===== src/rtl/pad_sig_pkg.sv =====
// Shared constants and edge-classification helper for the pad signal conditioning block.
package pad_sig_pkg;

  localparam int PAD_SIG_W       = 67;
  localparam int SYNC_STAGES_DEF = 2;
  localparam int FILT_LEN_DEF    = 4;
  localparam int CNT_W           = 4;

  typedef enum logic [1:0] {
    EDGE_NONE = 2'b00,
    EDGE_RISE = 2'b01,
    EDGE_FALL = 2'b10
  } edge_e;

  function automatic edge_e edge_of(input logic prev, input logic nxt);
    if (!prev && nxt)      return EDGE_RISE;
    else if (prev && !nxt) return EDGE_FALL;
    else                   return EDGE_NONE;
  endfunction

endpackage


===== src/rtl/pad_sig_filter_bit.sv =====
// One pad bit: synchroniser chain, consecutive-sample glitch filter, and registered edge pulses.
module pad_sig_filter_bit
  import pad_sig_pkg::*;
#(
  parameter int   SYNC_STAGES = SYNC_STAGES_DEF,
  parameter int   FILT_LEN    = FILT_LEN_DEF,
  parameter logic RST_VAL     = 1'b0
) (
  input  logic clk,
  input  logic rst_n,
  input  logic i_sig,
  input  logic i_byp,
  output logic o_filt,
  output logic o_rise,
  output logic o_fall,
  output logic o_ev_nxt
);

  localparam logic [CNT_W-1:0] CNT_LAST = CNT_W'(FILT_LEN - 1);

  logic [SYNC_STAGES-1:0] r_sync;
  logic [CNT_W-1:0]       r_cnt;
  logic                   r_filt;
  logic                   r_rise;
  logic                   r_fall;

  logic             w_s;
  logic             w_filt_nxt;
  logic [CNT_W-1:0] w_cnt_nxt;
  edge_e            w_edge;

  assign w_s = r_sync[SYNC_STAGES-1];

  always_ff @(posedge clk or negedge rst_n) begin
    if (!rst_n) r_sync <= {SYNC_STAGES{RST_VAL}};
    else        r_sync <= {r_sync[SYNC_STAGES-2:0], i_sig};
  end

  // Counter only runs while the synchronised level disagrees with the filtered one.
  always_comb begin
    w_filt_nxt = r_filt;
    w_cnt_nxt  = '0;
    if (i_byp) begin
      w_filt_nxt = w_s;
    end else if (w_s != r_filt) begin
      if (r_cnt == CNT_LAST) w_filt_nxt = w_s;
      else                   w_cnt_nxt  = r_cnt + 1'b1;
    end
  end

  assign w_edge   = edge_of(r_filt, w_filt_nxt);
  assign o_ev_nxt = (w_edge != EDGE_NONE);

  always_ff @(posedge clk or negedge rst_n) begin
    if (!rst_n) begin
      r_cnt  <= '0;
      r_filt <= RST_VAL;
      r_rise <= 1'b0;
      r_fall <= 1'b0;
    end else begin
      r_cnt  <= w_cnt_nxt;
      r_filt <= w_filt_nxt;
      r_rise <= (w_edge == EDGE_RISE);
      r_fall <= (w_edge == EDGE_FALL);
    end
  end

  assign o_filt = r_filt;
  assign o_rise = r_rise;
  assign o_fall = r_fall;

endmodule


===== src/rtl/pad_sig_filter.sv =====
// Pad input conditioning: per-bit filter instances plus sticky change flags with ack/overflow.
module pad_sig_filter
  import pad_sig_pkg::*;
#(
  parameter int   W           = PAD_SIG_W,
  parameter int   SYNC_STAGES = SYNC_STAGES_DEF,
  parameter int   FILT_LEN    = FILT_LEN_DEF,
  parameter logic RST_VAL     = 1'b0
) (
  input  logic         CLK,
  input  logic         RSTB,
  input  logic [W-1:0] SIGI,
  input  logic         BYP,
  output logic [W-1:0] FILT_O,
  output logic [W-1:0] RISE,
  output logic [W-1:0] FALL,
  output logic [W-1:0] CHG_PEND,
  output logic         CHG_VLD,
  input  logic         CHG_ACK,
  output logic         CHG_OVF
);

  generate
    if (SYNC_STAGES < 2 || SYNC_STAGES > 4 || FILT_LEN < 1 || FILT_LEN > 15) begin : g_bad_param
      $fatal(1, "pad_sig_filter: SYNC_STAGES must be 2..4 and FILT_LEN 1..15");
    end
  endgenerate

  logic [W-1:0] w_ev;
  logic [W-1:0] w_pend_nxt;
  logic         w_ovf_set;

  logic [W-1:0] r_pend;
  logic         r_vld;
  logic         r_ovf;

  for (genvar gi = 0; gi < W; gi++) begin : g_bit
    pad_sig_filter_bit #(
      .SYNC_STAGES (SYNC_STAGES),
      .FILT_LEN    (FILT_LEN),
      .RST_VAL     (RST_VAL)
    ) u_bit (
      .clk      (CLK),
      .rst_n    (RSTB),
      .i_sig    (SIGI[gi]),
      .i_byp    (BYP),
      .o_filt   (FILT_O[gi]),
      .o_rise   (RISE[gi]),
      .o_fall   (FALL[gi]),
      .o_ev_nxt (w_ev[gi])
    );
  end

  // Edges use next-state so a flag lands in the same cycle as its RISE/FALL pulse;
  // an edge coinciding with the ack survives the clear.
  assign w_pend_nxt = (r_pend & ~(CHG_ACK ? r_pend : '0)) | w_ev;
  assign w_ovf_set  = (|(w_ev & r_pend)) & ~CHG_ACK;

  always_ff @(posedge CLK or negedge RSTB) begin
    if (!RSTB) begin
      r_pend <= '0;
      r_vld  <= 1'b0;
      r_ovf  <= 1'b0;
    end else begin
      r_pend <= w_pend_nxt;
      r_vld  <= |w_pend_nxt;
      r_ovf  <= w_ovf_set | (r_ovf & ~CHG_ACK);
    end
  end

  assign CHG_PEND = r_pend;
  assign CHG_VLD  = r_vld;
  assign CHG_OVF  = r_ovf;

endmodule


===== config.mk =====
export PLATFORM = sky130hd
export DESIGN_NAME = pad_sig_filter
export DESIGN_NICKNAME = d
export VERILOG_FILES = /design/src/rtl/pad_sig_pkg.sv /design/src/rtl/pad_sig_filter_bit.sv /design/src/rtl/pad_sig_filter.sv
export SDC_FILE = /design/constraint.sdc
export NUM_CORES = 1
export LEC_CHECK = 0
export ABC_CLOCK_PERIOD_IN_PS = 3000
export CORE_AREA = 2 2 258 260
export CTS_BUF_LIST = sky130_fd_sc_hd__clkbuf_16
export DETAILED_ROUTE_END_ITERATION = 12
export DIE_AREA = 0 0 260 262
export MAX_ROUTING_LAYER = met4
export SLEW_MARGIN = 30
export SYNTH_ARGS = -nofsm -noshare
export SYNTH_HDL_FRONTEND = slang
export SYNTH_SLANG_ARGS = --single-unit

===== constraint.sdc =====
create_clock -name CLK -period 3 [get_ports CLK]
set_input_delay 0.3 -clock CLK [delete_from_list [all_inputs] [get_ports CLK]]
set_output_delay 0.3 -clock CLK [all_outputs]
set_load 0.1 [all_outputs]

# [Yosys cells after proc, flatten, opt, wreduce, memory -nomap -nowiden]
# Cells that the tools add are included.
[classes] n_addsub=67 n_eq_ne=268 muxes=537 n_bitwise=8 n_reduce_logical=337
[op_table] op="2-to-1 mux 4 bit" n=201
[op_table] op="adder 4 x 1 -> 4 bit (second input constant)" n=67
[op_table] op="== test 4 x 2 -> 1 bit (second input constant)" n=67
[op_table] op="2-to-1 mux 2 bit" n=134
[op_table] op="2-to-1 mux 1 bit" n=201
[op_table] op="bitwise AND 67 bit" n=2
[op_table] op="== test 2 x 1 -> 1 bit (second input constant)" n=67
[op_table] op="== test 2 bit (second input constant)" n=67
[op_table] op="logical AND 1 bit" n=134
[op_table] op="zero test 1 bit" n=134
[op_table] op="nonzero test 2 bit" n=67
[op_table] op="OR reduction 67 bit" n=2
[op_table] op="2-to-1 mux 67 bit" n=1
[op_table] op="!= test 1 bit" n=67
[op_table] op="NOT 67 bit" n=1
[op_table] op="OR 67 bit" n=1
[op_table] op="bitwise AND 1 bit" n=2
[op_table] op="NOT 1 bit" n=1
[op_table] op="OR 1 bit" n=1
[totals] ff_bits=672 inputBits=71 out_inout_bits=270 elab_cells=1555

# [Logic depth before layout (Yosys ltp)]
[logic_depth] depth_word=13 mapped_depth=10 ltp_nobuf=10

# [Cells and area by module]
# Synthesis repeated with hierarchy kept, for this count alone.
[hier_totals] hier_cells=2243 hier_area_um2=28542.4
[by_module_without_submodules] module="pad_sig_filter_bit (g_bit[10].u_bit ...)" n_inst=64 cells_per_inst=30 area_per_inst_um2=382.9 seq_area_each_um2=225.2
[by_module_without_submodules] module="pad_sig_filter" n_inst=1 cells_per_inst=234 area_per_inst_um2=2881.5 seq_area_each_um2=1726.7
[by_module_without_submodules] module="pad_sig_filter_bit (g_bit[61].u_bit)" n_inst=1 cells_per_inst=31 area_per_inst_um2=404.1 seq_area_each_um2=225.2
[by_module_without_submodules] module="pad_sig_filter_bit (g_bit[31].u_bit)" n_inst=1 cells_per_inst=30 area_per_inst_um2=394.1 seq_area_each_um2=225.2
[by_module_without_submodules] module="pad_sig_filter_bit (g_bit[0].u_bit)" n_inst=1 cells_per_inst=28 area_per_inst_um2=359.1 seq_area_each_um2=225.2

# [Worst setup path after synthesis]
# No wires, ideal clock.
[synth_path] kind="reg-to-reg" from="register g_bit[63].u_bit.r_cnt[0]" to="register r_ovf (netlist: CHG_OVF)" setup_ps=145 arrival_ps=2116 t_required_ps=2855 path_slack_ps=739 path_stages_with_launch=11 path_buffers=0 cell_sequence="dfrtp_1 > ha_1 > nor3b_1 > nor2_1 > mux2_2 > ha_1 > nand2b_1 > o2111ai_1 > nor3_1 > and4_1 > a41oi_1"
[synth_between] elab_chain_cells=13
[synth_rtl] item="start: declaration" line="pad_sig_filter_bit.sv:22" rtl="logic [CNT_W-1:0] r_cnt;"
[synth_rtl] item="start signal: assignment" line="pad_sig_filter_bit.sv:61" rtl="r_cnt <= w_cnt_nxt;"
[synth_rtl] item="== test 4 x 2 -> 1 bit *" line="pad_sig_filter_bit.sv:46" rtl="if (r_cnt == CNT_LAST) w_filt_nxt = w_s;"
[synth_rtl] item="2-to-1 mux 1 bit *" line="pad_sig_filter_bit.sv:46"
[synth_rtl] item="2-to-1 mux 1 bit *" line="pad_sig_filter_bit.sv:45" rtl="end else if (w_s != r_filt) begin"
[synth_rtl] item="2-to-1 mux 1 bit *" line="pad_sig_filter_bit.sv:43" rtl="if (i_byp) begin"
[synth_rtl] item="named net g_bit[63].u_bit.w_filt_nxt" line="pad_sig_filter_bit.sv:28" rtl="logic w_filt_nxt;"
[synth_rtl] item="zero test 1 bit" line="pad_sig_pkg.sv:17" rtl="else if (prev && !nxt) return EDGE_FALL;"
[synth_rtl] item="logical AND 1 bit" line="pad_sig_pkg.sv:17"
[synth_rtl] item="2-to-1 mux 2 bit" line="pad_sig_pkg.sv:17"
[synth_rtl] item="2-to-1 mux 2 bit *" line="pad_sig_pkg.sv:16" rtl="if (!prev && nxt) return EDGE_RISE;"
[synth_rtl] item="nonzero test 2 bit *" line="pad_sig_filter_bit.sv:52" rtl="assign o_ev_nxt = (w_edge != EDGE_NONE);"
[synth_rtl] item="bitwise AND 67 bit *" line="pad_sig_filter.sv:57" rtl="assign w_ovf_set = (|(w_ev & r_pend)) & ~CHG_ACK;"
[synth_rtl] item="OR reduction 67 bit *" line="pad_sig_filter.sv:57"
[synth_rtl] item="bitwise AND 1 bit *" line="pad_sig_filter.sv:57"
[synth_rtl] item="OR 1 bit *" line="pad_sig_filter.sv:67" rtl="r_ovf <= w_ovf_set | (r_ovf & ~CHG_ACK);"
[synth_rtl] item="end signal: assignment" line="pad_sig_filter.sv:67"
[synth_rtl] item="end: declaration" line="pad_sig_filter.sv:35" rtl="logic r_ovf;"
# Mark *: on every way through the listed nets, which the timed path passes. The rest lies on a longest branch.

# [Worst setup path after layout]
[layout_path] from="register g_bit[60].u_bit.r_cnt[0]" to="register r_ovf (netlist: CHG_OVF)"
[layout_between] elab_chain_cells=13
[layout_rtl] item="start: declaration" line="pad_sig_filter_bit.sv:22"
[layout_rtl] item="start signal: assignment" line="pad_sig_filter_bit.sv:61"
[layout_rtl] item="== test 4 x 2 -> 1 bit *" line="pad_sig_filter_bit.sv:46"
[layout_rtl] item="2-to-1 mux 1 bit *" line="pad_sig_filter_bit.sv:46"
[layout_rtl] item="2-to-1 mux 1 bit *" line="pad_sig_filter_bit.sv:45"
[layout_rtl] item="2-to-1 mux 1 bit *" line="pad_sig_filter_bit.sv:43"
[layout_rtl] item="named net g_bit[60].u_bit.w_filt_nxt" line="pad_sig_filter_bit.sv:28"
[layout_rtl] item="zero test 1 bit" line="pad_sig_pkg.sv:17"
[layout_rtl] item="logical AND 1 bit" line="pad_sig_pkg.sv:17"
[layout_rtl] item="2-to-1 mux 2 bit" line="pad_sig_pkg.sv:17"
[layout_rtl] item="2-to-1 mux 2 bit *" line="pad_sig_pkg.sv:16"
[layout_rtl] item="nonzero test 2 bit *" line="pad_sig_filter_bit.sv:52"
[layout_rtl] item="bitwise AND 67 bit *" line="pad_sig_filter.sv:57"
[layout_rtl] item="OR reduction 67 bit *" line="pad_sig_filter.sv:57"
[layout_rtl] item="bitwise AND 1 bit *" line="pad_sig_filter.sv:57"
[layout_rtl] item="OR 1 bit *" line="pad_sig_filter.sv:67"
# Marks and branches as above.

==> flow_summary.toml <==
[outcome]
outcome = "finished, final reports clean"

[worst_setup_path]
cp_max_fo = 3
critPathLaunchType = "flip-flop"
cp.arrival_ps = 3230
crit_type = "flip-flop to flip-flop"
cp-end-kind = "flip-flop"
worstPathRequired_ps = 3430

[power_and_ir_drop]
p_total_mw = 25.9
power.leakage_nw = 16.3
ir_worst_vdd_v = 0.000552
power_density_nw_per_um2 = 787

[final_layout]
area_growth_syn_to_layout_pct = 18.1
final_layout_size_suffix_gt1_share_pct = 14.8
final_cell_mix = "dfrtp_1 (672), nor2_1 (262), buf_4 (220)"
fillCellCount = 5640
regArea_um2 = 16800
mostFrequentLayoutCell = "dfrtp_1"
multi_input_area_um2 = 8640
fin_nets = 2795

[detailed_routing]
ant_nets = 0
routed_wl_um = 66400
wl_per_cell_um = 19.3
vias_per_cell = 4.82
route.vias.total = 16605
first_pass_iters = 5
drc = 0
drtIter0Drc = 1135

[floorplan]
dieArea_um2 = 68100
num_rows = 94
dieHeight_um = 262
die_w_um = 260
initial_core_util_pct = 42.7
pin_count = 341
core_um2 = 65300

[sta]
hold_viol = 0
rsz0062_at_grt = "false"
slew_violations = 0
period_needed_ps = 2800
setup_viol = 0
fin_setup_tns_ps = 0
min_period_over_period_pct = 93.3
relSlewSlack_pct = 33.4
skew_ps = 19.1
max_freq_mhz = 357
worstMarginPinSlew_ps = 996

[synthesis]
synth_cell_types = 37
synth_edf_count = 0
synth_compound_area_share_pct = 2.99
synth_top_family_by_area = "simple AND/OR/NAND/NOR gates"
yosys-top-cells-area = "dfrtp_1 (60%), ha_1 (9.0%), buf_4 (5.4%), xor2_1 (4.2%), nor2_1 (3.5%)"
synth_top_cell_by_area = "dfrtp_1"
syn_area_per_cell_um2 = 12.1
synth_nets = 2572
yosysSeqAreaShare_pct = 60.3
synth_top_cell_area_share_pct = 60.3
synth_cells = 2300
async_flop_share_pct = 100
yosys.area_share.simple_pct = 10.1
netlist_area_um2 = 27900
synth-seq-cells = 672
synth-xor-area-share_pct = 5.65
ys_warn_count = 0
ys.flop_type = "dfrtp_1"
synth-adder-area-share_pct = 9.02
synth.mux.area_fraction_pct = 3.23

[clocking]
clock_latency_ps = 600
htreeDepth = 3
cts_tree = "yes"
clkTransAtPathRegs_ps = 60
cts_made_buffers = 73
ctsLongestPathBuffers = 3
post-cts-setup-buffers = 0
cts.sinks = 672
holdBufCountCts = 1
cts-root-buf = "clkbuf_16"
ctsResizeCount = 0

[global_routing]
antenna_found_initial = 1
grt_max_degree = 84
grt_pass1_vias = 17162
grt_pass1_wl_um = 101000
gr-total-overflow = 0
grtUsageTotal_pct = 20.3

[place]
portBuffers = 340
hpwl_um = 50100
gp_congestion = 0.908

[flow_run]
cap_violations = 0

[min_path]
hp-class = "input pin to flip-flop"
[cells by family (layout without fill, tap and decap cells)]
family                   count (synthesis)  after routing
AO/OA/AOI/OAI                          154            154
XOR/XNOR                               180            180
buffers and inverters                  445            724
adder cells (fa/ha/maj)                201            201
flip-flops                             672            672
AND/OR/NAND/NOR                        568            568
multiplexers                            80             80
other                                    0              1
[worst max-delay path: stages (launching register included)]
cell	delay [ps]
dfrtp_1	360
ha_1	190
nor3b_1	390
nor2_1	80
mux2_2	310
ha_1	370
o22ai_1	110
nor4_1	350
nor4bb_1	290
a41oi_1	170
[state kept, by name, indices dropped and copies added (netlist names)]
signal and count:
g_bit.u_bit.o_filt 67, g_bit.u_bit.r_sync 134, g_bit.u_bit.o_fall 67, g_bit.u_bit.o_rise 67, CHG_VLD 1, CHG_OVF 1, CHG_PEND 67, g_bit.u_bit.r_cnt 268
[synthesized netlist by cell type, types with 22 or more instances]
| cell type | number |
|---|---|
| a21oi_1 | 52 |
| and3b_1 | 45 |
| buf_4 | 201 |
| dfrtp_1 | 672 |
| ha_1 | 201 |
| inv_1 | 201 |
| mux2_1 | 50 |
| mux2_2 | 30 |
| nand2_1 | 58 |
| nand2b_1 | 32 |
| nand3_1 | 68 |
| nor2_1 | 262 |
| nor3_1 | 22 |
| nor3b_1 | 24 |
| nor4_1 | 24 |
| o21ai_0 | 64 |
| o22ai_1 | 27 |
| xnor2_1 | 47 |
| xor2_1 | 133 |
[per-layer routing]
metal  GRT usage (%)  vias up  wire, um
li1                -     7724         -
met1            25.4     8327     28200
met2            31.4      430     31300
met3            5.45      124      4430
met4            7.87        0      2470
met5               -        -         0
[path summary, 6_finish.rpt]
| kind | startpoint | end | slack (ps) | cells past startpoint |
|---|---|---|---|---|
| max | g_bit[60].u_bit.r_cnt[0] | CHG_OVF | 200 | 9 |
| min | SIGI[21] | g_bit[21].u_bit.r_sync[0] | 130 | 1 |
| max reg2reg | g_bit[60].u_bit.r_cnt[0] | CHG_OVF | 200 | 9 |
| min reg2reg | g_bit[5].u_bit.r_sync[0] | g_bit[5].u_bit.r_sync[1] | 330 | 0 |
| max in group asynchronous | RSTB | CHG_PEND[47] | 1670 | 3 |
| min in group asynchronous | RSTB | g_bit[63].u_bit.r_cnt[0] | 360 | 2 |
[layout make-up]
type | instances | share of cell area, %
Tap cell | 864 | 3.28
Sequential cell | 672 | 51.1
Inverter | 222 | 2.53
Clock buffer | 78 | 5.93
Timing Repair Buffer | 371 | 9.97
Clock inverter | 53 | 0.995
Multi-Input combinational cell | 1183 | 26.2
Antenna cell | 1 | 0.00760
[where the power goes]
part	internal [mW]	switching [mW]	leakage, nW	total [mW]
registers	9.82	0.644	8.48	10.5
logic	1.46	5.48	6.69	6.94
clock network	4.94	3.58	1.17	8.52
[metrics by stage]
step / hold WS [ps] / utilization (%) / cell area [um2] / setup slack [ps] / instances
final: 132 / 50.5 / 32900 / 202 / 3444
after global routing: 106 / 50.5 / 32900 / 44.0 / 3444
after detailed placement: 336 / 46.9 / 30600 / 85.9 / 3311
after global placement: 333 / 46.9 / 30600 / 122 / 3311
after floorplan: 4.41 / - / 27900 / 739 / 2300
after CTS: 91.9 / 50.5 / 32900 / 247 / 3443
Power figures use the tool's default switching activity.
